`src/rtl/pipeline_sequencer_if.sv`:
```
// Handshake/status bundle between the burst sequencer and whoever requests bursts.
// master drives start/config/stall/abort; slave (the sequencer) drives enables and status.
interface pipeline_sequencer_if #(
   parameter int NUM_STAGES = 5,
   parameter int CNT_W      = 11
);
   logic                  valid_in;
   logic [CNT_W-1:0]      cfg_words;
   logic                  hold;
   logic                  abort;
   logic [NUM_STAGES-1:0] stage_en;
   logic                  trigger;
   logic                  busy;
   logic                  done;
   logic                  aborted;
   logic [CNT_W-1:0]      words_out;

   modport master (
      output valid_in, cfg_words, hold, abort,
      input  stage_en, trigger, busy, done, aborted, words_out
   );

   modport slave (
      input  valid_in, cfg_words, hold, abort,
      output stage_en, trigger, busy, done, aborted, words_out
   );
endinterface

```
`src/rtl/pipeline_sequencer.sv`:
```
// Sequences generate->encode->bus->decode->count for an N-word burst: enables rise
// and fall in thermometer order through a delay line, with stall, abort and word count.
module pipeline_sequencer #(
   parameter int NUM_STAGES = 5,
   parameter int STAGE_GAP  = 1,
   parameter int CNT_W      = 11,
   parameter int TRIG_LEN   = 3
) (
   input logic                 clk,
   input logic                 reset,
   pipeline_sequencer_if.slave bus
);
   localparam int DL_LEN = (NUM_STAGES - 1) * STAGE_GAP;

   typedef enum logic [1:0] {IDLE, ACTIVE, DRAIN, DONE} state_t;

   state_t                state, state_nxt;
   logic [CNT_W-1:0]      n_q, issue_cnt, words_q;
   logic [DL_LEN-1:0]     dl_q, dl_shift;
   logic [NUM_STAGES-1:0] stg;
   logic                  aborted_q;
   logic                  en0, kill, start;

   assign en0      = (state == ACTIVE);
   assign kill     = bus.abort && (state == ACTIVE || state == DRAIN);
   assign start    = (state == IDLE) && bus.valid_in;
   assign dl_shift = (dl_q << 1) | DL_LEN'(en0);

   // Stage k taps the delay line k*STAGE_GAP non-hold cycles behind stage 0.
   assign stg[0] = en0;
   for (genvar k = 1; k < NUM_STAGES; k++) begin : g_stg
      assign stg[k] = dl_q[k*STAGE_GAP-1];
   end

   always_comb begin
      state_nxt = state;
      case (state)
         IDLE:   if (bus.valid_in) state_nxt = (bus.cfg_words == '0) ? DONE : ACTIVE;
         ACTIVE: if (kill) state_nxt = IDLE;
                 else if (!bus.hold && (issue_cnt + CNT_W'(1) == n_q)) state_nxt = DRAIN;
         // Leave DRAIN when the shifted line would be empty, so done lands right after the last word.
         DRAIN:  if (kill) state_nxt = IDLE;
                 else if (!bus.hold && dl_shift == '0) state_nxt = DONE;
         DONE:   state_nxt = IDLE;
         default: state_nxt = IDLE;
      endcase
   end

   always_ff @(posedge clk) begin
      if (reset) begin
         state     <= IDLE;
         n_q       <= '0;
         issue_cnt <= '0;
         words_q   <= '0;
         dl_q      <= '0;
         aborted_q <= 1'b0;
      end else begin
         state     <= state_nxt;
         aborted_q <= kill;
         if (kill)           dl_q <= '0;
         else if (!bus.hold) dl_q <= dl_shift;
         if (start) begin
            n_q       <= bus.cfg_words;
            issue_cnt <= '0;
            words_q   <= '0;
         end else if (!bus.hold && !kill) begin
            if (en0) issue_cnt <= issue_cnt + CNT_W'(1);
            if (stg[NUM_STAGES-1] && words_q != '1) words_q <= words_q + CNT_W'(1);
         end
      end
   end

   assign bus.stage_en  = stg;
   assign bus.trigger   = en0 && !bus.hold && (issue_cnt >= CNT_W'(1)) &&
                          (issue_cnt <= CNT_W'(TRIG_LEN));
   assign bus.busy      = (state != IDLE);
   assign bus.done      = (state == DONE);
   assign bus.aborted   = aborted_q;
   assign bus.words_out = words_q;
endmodule

```
`src/flat_wrapper.sv`:
```
// flat-port wrapper written by rule: the top's interface ports become plain ports
module pipeline_sequencer_flat 
#(
   parameter int NUM_STAGES = 5,
   parameter int STAGE_GAP  = 1,
   parameter int CNT_W      = 11,
   parameter int TRIG_LEN   = 3
)
  (clk, reset, bus_valid_in, bus_cfg_words, bus_hold, bus_abort, bus_stage_en, bus_trigger, bus_busy, bus_done, bus_aborted, bus_words_out);
  pipeline_sequencer_if #(.NUM_STAGES(NUM_STAGES), .CNT_W(CNT_W)) bus_i ();
  input logic clk;
  input logic reset;
  input wire logic [$bits(bus_i.valid_in)-1:0] bus_valid_in;
  input wire logic [$bits(bus_i.cfg_words)-1:0] bus_cfg_words;
  input wire logic [$bits(bus_i.hold)-1:0] bus_hold;
  input wire logic [$bits(bus_i.abort)-1:0] bus_abort;
  output wire logic [$bits(bus_i.stage_en)-1:0] bus_stage_en;
  output wire logic [$bits(bus_i.trigger)-1:0] bus_trigger;
  output wire logic [$bits(bus_i.busy)-1:0] bus_busy;
  output wire logic [$bits(bus_i.done)-1:0] bus_done;
  output wire logic [$bits(bus_i.aborted)-1:0] bus_aborted;
  output wire logic [$bits(bus_i.words_out)-1:0] bus_words_out;
  assign bus_i.valid_in = bus_valid_in;
  assign bus_i.cfg_words = bus_cfg_words;
  assign bus_i.hold = bus_hold;
  assign bus_i.abort = bus_abort;
  assign bus_stage_en = bus_i.stage_en;
  assign bus_trigger = bus_i.trigger;
  assign bus_busy = bus_i.busy;
  assign bus_done = bus_i.done;
  assign bus_aborted = bus_i.aborted;
  assign bus_words_out = bus_i.words_out;
  pipeline_sequencer #(.NUM_STAGES(NUM_STAGES), .STAGE_GAP(STAGE_GAP), .CNT_W(CNT_W), .TRIG_LEN(TRIG_LEN)) u_core (.clk(clk), .reset(reset), .bus(bus_i));
endmodule
```
`config.mk`:
```
export PLATFORM = sky130hd
export DESIGN_NAME = pipeline_sequencer_flat
export DESIGN_NICKNAME = d
export VERILOG_FILES = /design/src/rtl/pipeline_sequencer_if.sv /design/src/rtl/pipeline_sequencer.sv /design/src/flat_wrapper.sv
export SDC_FILE = /design/constraint.sdc
export NUM_CORES = 1
export LEC_CHECK = 0
export BUFFER_PORTS_ARGS = -buffer_cell sky130_fd_sc_hd__buf_2
export CAP_MARGIN = 10
export CORE_ASPECT_RATIO = 0.8
export CORE_MARGIN = 10
export CORE_UTILIZATION = 30
export DETAILED_ROUTE_END_ITERATION = 12
export MAX_ROUTING_LAYER = met4
export PLACE_DENSITY = 0.56
export SYNTH_ARGS = -nofsm -noshare
export SYNTH_HDL_FRONTEND = slang
export SYNTH_SLANG_ARGS = --single-unit
```
`constraint.sdc`:
```
create_clock -name clk -period 2.7 [get_ports clk]
set_clock_uncertainty 0.2 [all_clocks]
set_input_delay 0.27 -clock clk [delete_from_list [all_inputs] [get_ports clk]]
set_output_delay 0.27 -clock clk [all_outputs]
set_load 0.01 [all_outputs]
```
==> results of run 1 <==
## synthesized netlist by cell type, drive strengths merged
master	count	area share, %
ha	8	4.6
inv	9	1.6
mux2i	5	2.3
a2111oi	1	0.40
o22ai	1	0.29
a21o	1	0.34
o211ai	2	0.92
nor4b	2	0.80
or4	1	0.34
xnor2	15	6.0
or2	2	0.57
a31o	1	0.40
a21oi	19	4.4
and4	2	0.80
dfxtp	40	37
buf	6	1.9
and2	1	0.29
o2111a	1	0.52
mux2	1	0.69
xor2	16	6.4
a311oi	1	0.40
o21ai	6	1.4
nor2b	3	0.86
nor3	7	1.8
nand4	8	3.0
or3	4	1.1
o211a	1	0.46
nand2b	5	1.4
a211oi	1	0.34
clkbuf	7	1.2
nand3	11	2.5
nand2	41	7.1
nor2	34	5.9
nor4	4	1.1
and3	1	0.29
o21a	1	0.34
nor3b	1	0.34
## final timing paths
path | slack, ns | depth (start not counted) | endpoint
worst min register to register | 0.28 | 2 | u_core.n_q[3]
worst max-delay path | 0.16 | 9 | u_core.state[0]
worst max register to register | 0.16 | 9 | u_core.state[0]
worst min-delay path | 0.01 | 3 | u_core.n_q[3]
## per-stage QoR
step                util (%)  cells  cell area [um2]  worst slack [ns]  hold WS, ns
floorplan                  -    270             2177            0.2374       0.2060
global placement       35.26    387             2454            0.2074       0.2616
detailed placement     35.26    387             2454            0.1206       0.2686
CTS                    37.00    395             2575            0.1001     0.009048
global route           37.02    395             2576           0.04925      0.01461
finish                 37.02    395             2576            0.1566      0.01252
## worst register-to-register path, stage by stage (launching register included)
cell	delay, ns
dfxtp_2	0.35
inv_1	0.07
ha_1	0.20
or4_1	0.52
o211ai_2	0.18
nand2_1	0.12
o211a_1	0.12
a31o_1	0.18
a21o_1	0.19
mux2_4	0.30
## power groups by stage
| stage | clock network [mW] | logic [mW] | registers (mW) |
|---|---|---|---|
| 6_report | 0.531 | 0.367 | 0.667 |
| 5_1_grt | 0.571 | 0.408 | 0.674 |
| 4_1_cts | 0.544 | 0.371 | 0.667 |
| 3_5_place_dp | 0 | 0.369 | 0.681 |
| 3_3_place_gp | 0 | 0.366 | 0.680 |
| 2_1_floorplan | 0 | 0.269 | 0.673 |
## registers in the layout, summed over array words and instances (netlist names)
signal and flops:
u_core.bus.words_out 11, u_core.issue_cnt 11, u_core.n_q 11, u_core.dl_q 4, u_core.state 2, u_core.bus.aborted 1
## kinds of logic after synthesis
kind of cell	count (synthesis)	synth area share, %
fa+ha+maj	8	4.598
xor+xnor	31	12.47
mux	6	2.988
simple gates	127	28.33
buf+inv	22	4.655
compound gates	36	10.17
flops	40	36.78
## per-layer routing
| metal | global-route usage, % | share of wire [%] | vias up |
|---|---|---|---|
| met5 | - | 0 | - |
| li1 | - | - | 986 |
| met1 | 13.56 | 51 | 862 |
| met4 | 4.012 | 1.4 | 0 |
| met3 | 2.736 | 6.3 | 9 |
| met2 | 14.42 | 42 | 44 |
## final cells by class
class | count | area share, %
clock buffers | 6 | 3.205
clock inverters | 2 | 1.506
inverters | 9 | 1.311
multi-input cells | 208 | 49.49
flip-flops and latches | 40 | 31.13
well taps | 87 | 4.225
repair buffers | 43 | 9.131
==> results.json, run 1 <==
{
  "routed_wl_mm": 5.310,
  "p_sw_share_pct": 30.26,
  "combPwrFrac_pct": 23.4,
  "ys_seq_area_share_pct": 36.78,
  "hold_buffers": 0,
  "die_y_um": 96.20,
  "p_clk_share_pct": 33.9,
  "slowest_stage": "or4_1",
  "nFillCells": 715,
  "worst-path-buf-inv": 1,
  "rows": 27,
  "drc": 0,
  "fin_nets": 331,
  "drt_iter0_drc": 153,
  "path_max_fanout": 4,
  "vias": 1901,
  "register_area_um2": 802.0,
  "p_per_area_nw_per_um2": 607.8,
  "syn-mean-instance-area_um2": 8.063,
  "reg2reg_from": "u_core.state[1]",
  "min-delay-start": "bus_cfg_words[3]",
  "status": "completed",
  "cts_setup_buffers": 0,
  "fmax_ghz": 0.3932,
  "n_antenna_cell": 0,
  "final_common_cell": "nand2_1",
  "clkTransAtPathRegs_ns": 0.08,
  "hpwl_mm": 4.155,
  "synthDistinctLibCells": 42,
  "cts_max_path_buffers": 2,
  "gp_congestion": 0.8282,
  "cts.sinks": 40,
  "drt_pass1_iterations": 4,
  "syn_inst": 270,
  "io_buffers": 35,
  "first_global_vias": 1902,
  "htree_levels": 2,
  "crit_family": "compound AO/OA/AOI/OAI gates",
  "timing.final.crit_share_pct": 94.20,
  "yosysWarnings": 0,
  "endpoint_kind": "register",
  "numCtsBuffers": 5,
  "p_leak_nw": 1.066,
  "drt-vias-per-instance": 4.813,
  "syn_nets": 294,
  "crit_start": "u_core.state[1]",
  "grt-ovfl-total": 0,
  "die_area_um2": 11090,
  "area_growth_pct": 18.33,
  "grt_max_degree": 23,
  "grt_pass1_wl_mm": 8.976,
  "tightest_slew_ns": 0.3824,
  "internal-power_mw": 1.092,
  "multi_input_area_um2": 1275,
  "ir_drop_v": 0.0002310,
  "cap_violations": 0,
  "slew_headroom_pct": 73.85,
  "detail-route-antenna-nets": 0,
  "hold_viol_final": 0,
  "critPathRequiredTime_ns": 2.70,
  "fin_crit_ns": 2.543,
  "cts_root_buffer": "clkbuf_8",
  "ys_seq_elements": 40,
  "tns_ns": 0,
  "grt_usage_pct": 10.23,
  "wl_per_cell_um": 13.44,
  "rsz0062_at_grt": "false",
  "antenna_found_initial": 0,
  "clock_latency_ns": 0.30,
  "hp-class": "in -> reg",
  "initial_utilization_pct": 31.28,
  "max_stage_delay_ns": 0.52,
  "final_cell_mix": "41 x nand2_1, 39 x dfxtp_1, 35 x buf_2",
  "worstSetupStartpointType": "register",
  "path_cells": "inv_1, ha_1, or4_1, o211ai_2, nand2_1, o211a_1, a31o_1, a21o_1, mux2_4",
  "cts_tree": "done",
  "seq_power_share_pct": 42.6,
  "worstPathArrival_ns": 2.54,
  "cts.repair.resized": 0,
  "p_switching_mw": 0.4738,
  "syn_area_um2": 2177,
  "io_pins": 36,
  "setup_viol": 0,
  "drive_above_1_share_pct": 18.83,
  "p_total_mw": 1.566,
  "maxSlewViolCount": 0,
  "core_um2": 6959,
  "critical_path_class": "reg -> reg",
  "die_w_um": 115.2
}
Power figures use the tool's default switching activity.
==> inputs of run 2 (changes only) <==
- HOLD_SLACK_MARGIN: not set -> 0.03
==> results.json, run 2 (same netlist as run 1, synthesis figures left out) <==
{
  "worstPathArrival_ns": 2.54,
  "htree_levels": 2,
  "stdcell_area_um2": 2686,
  "hold_path_end": "u_core.dl_q[0]",
  "cts_max_path_buffers": 2,
  "seq_power_share_pct": 42.3,
  "antenna_found_initial": 0,
  "drt_pass1_iterations": 5,
  "wl_per_cell_um": 13.49,
  "cts_setup_buffers": 0,
  "hold_viol_final": 0,
  "fin_nets": 342,
  "combPwrFrac_pct": 24.1,
  "rsz0062_at_grt": "false",
  "final_cell_mix": "41 x nand2_1, 39 x dfxtp_1, 35 x buf_2",
  "grtUsageMet1_pct": 13.77,
  "worstSetupStartpointType": "register",
  "crit_start": "u_core.state[1]",
  "grt_max_degree": 23,
  "busiest_layer": "met2",
  "gp_congestion": 0.8282,
  "r2r_cells": 9,
  "tns_ns": 0,
  "reg2reg_from": "u_core.state[1]",
  "grt_usage_pct": 10.58,
  "max_stage_delay_ns": 0.52,
  "fin_crit_ns": 2.541,
  "cts_tree": "done",
  "endpoint_kind": "register",
  "hold_path_depth": 3,
  "cap_violations": 0,
  "n_antenna_cell": 0,
  "hpwl_mm": 4.155,
  "critPathRequiredTime_ns": 2.70,
  "maxSlewViolCount": 0,
  "min-delay-start": "bus_hold",
  "r2r-end": "u_core.state[0]",
  "path_max_fanout": 4,
  "io_buffers": 35,
  "ir_drop_v": 0.0002380,
  "nFillCells": 700,
  "drc": 0,
  "p_switching_mw": 0.4760,
  "drt_iter0_drc": 176,
  "slowest_stage": "or4_1",
  "setup_viol": 0,
  "slew_headroom_pct": 73.05,
  "r2r_slack_ns": 0.16,
  "status": "completed",
  "final_common_cell": "nand2_1",
  "tightest_slew_ns": 0.3940,
  "placed_area_um2": 2454,
  "detail-route-antenna-nets": 0,
  "numCtsBuffers": 5,
  "clock_latency_ns": 0.30,
  "cts.sinks": 40,
  "drt-vias-per-instance": 4.776,
  "critical_path_class": "reg -> reg",
  "p_leak_nw": 1.112,
  "hp-class": "in -> reg",
  "drive_above_1_share_pct": 18.18,
  "first_global_vias": 1952,
  "p_sw_share_pct": 30.16,
  "grt_pass1_wl_mm": 9.273,
  "die_w_um": 115.2,
  "io_pins": 36,
  "grtUsageMet2_pct": 15.40,
  "p_clk_share_pct": 33.6,
  "vias": 1939,
  "clkTransAtPathRegs_ns": 0.08,
  "core_um2": 6959,
  "cts_root_buffer": "clkbuf_8",
  "grt_use_met3_pct": 2.674,
  "rows": 27,
  "path_cells": "inv_1, ha_1, or4_1, o211ai_2, nand2_1, o211a_1, a31o_1, a21o_1, mux2_4",
  "area_growth_pct": 23.39,
  "initial_utilization_pct": 31.28,
  "p_per_area_nw_per_um2": 587.6,
  "timing.final.crit_share_pct": 94.10,
  "die_y_um": 96.20,
  "internal-power_mw": 1.102,
  "die_area_um2": 11090,
  "fmax_ghz": 0.3936,
  "routed_wl_mm": 5.477,
  "grt-ovfl-total": 0
}
-- run 2: changes by cell type in the layout (fill, tap and decap cells not counted), sizes merged --
cell,previous run,this run
dlygate4sd3,0,11
-- run 2: area by class of cell --
class                           count  area [um2]  area share (%)
Tap cell                           87       108.9           4.052
Timing Repair Buffer               54       345.3           12.86
Inverter                            9       33.78           1.258
Sequential cell                    40       802.0           29.86
Clock buffer                        6       82.58           3.074
Clock inverter                      2       38.79           1.444
Multi-Input combinational cell    208        1275           47.46
-- run 2: worst max path at each step --
stage / to / cells after the start
2_1_floorplan: u_core.state[0] / 9
3_3_place_gp: u_core.state[0] / 9
3_5_place_dp: u_core.state[0] / 9
4_1_cts: u_core.state[0] / 9
5_1_grt: u_core.state[0] / 9
6_report: u_core.state[0] / 9
-- run 2: worst max-delay path, delay by kind of cell, from the launching register on --
kind / cells / cell delay, ns
AOI/OAI and AO/OA: 4 / 0.67
and+or+nand+nor: 2 / 0.64
DFF: 1 / 0.35
muxes: 1 / 0.30
adders and majority gates: 1 / 0.20
buffers and inverters: 1 / 0.07
-- run 2: repair_timing --
item / in CTS / in global routing
hold buffers: 11 / 0
gates resized for setup: 0 / 1
hold endpoints to repair: 11 / 0
endpoints found under the setup margin: 0 / 1
-- run 2: power groups by stage --
stage                     Combinational, mW  Sequential (mW)  Clock, mW
after floorplan                       0.269            0.673          0
after global placement                0.366            0.680          0
after detailed placement              0.369            0.681          0
after CTS                             0.383            0.667      0.544
after global routing                  0.421            0.674      0.571
final                                 0.381            0.667      0.530
-- run 2: per-layer routing --
layer  vias to the layer above  wire length (um)
met4                         0                78
met2                        40              2275
met1                       883              2796
met5                         -                 0
li1                       1008                 -
met3                         8               327
-- run 2: metrics by stage --
stage	total power [mW]	instances	utilization (%)	hold slack (ns)	setup WS, ns
floorplan	0.9418	270	-	0.2060	0.2374
global placement	1.046	387	35.26	0.2616	0.2074
detailed placement	1.050	387	35.26	0.2686	0.1206
CTS	1.594	406	38.58	0.09481	0.1001
global route	1.666	406	38.60	0.1104	0.04925
finish	1.578	406	38.60	0.1034	0.1592
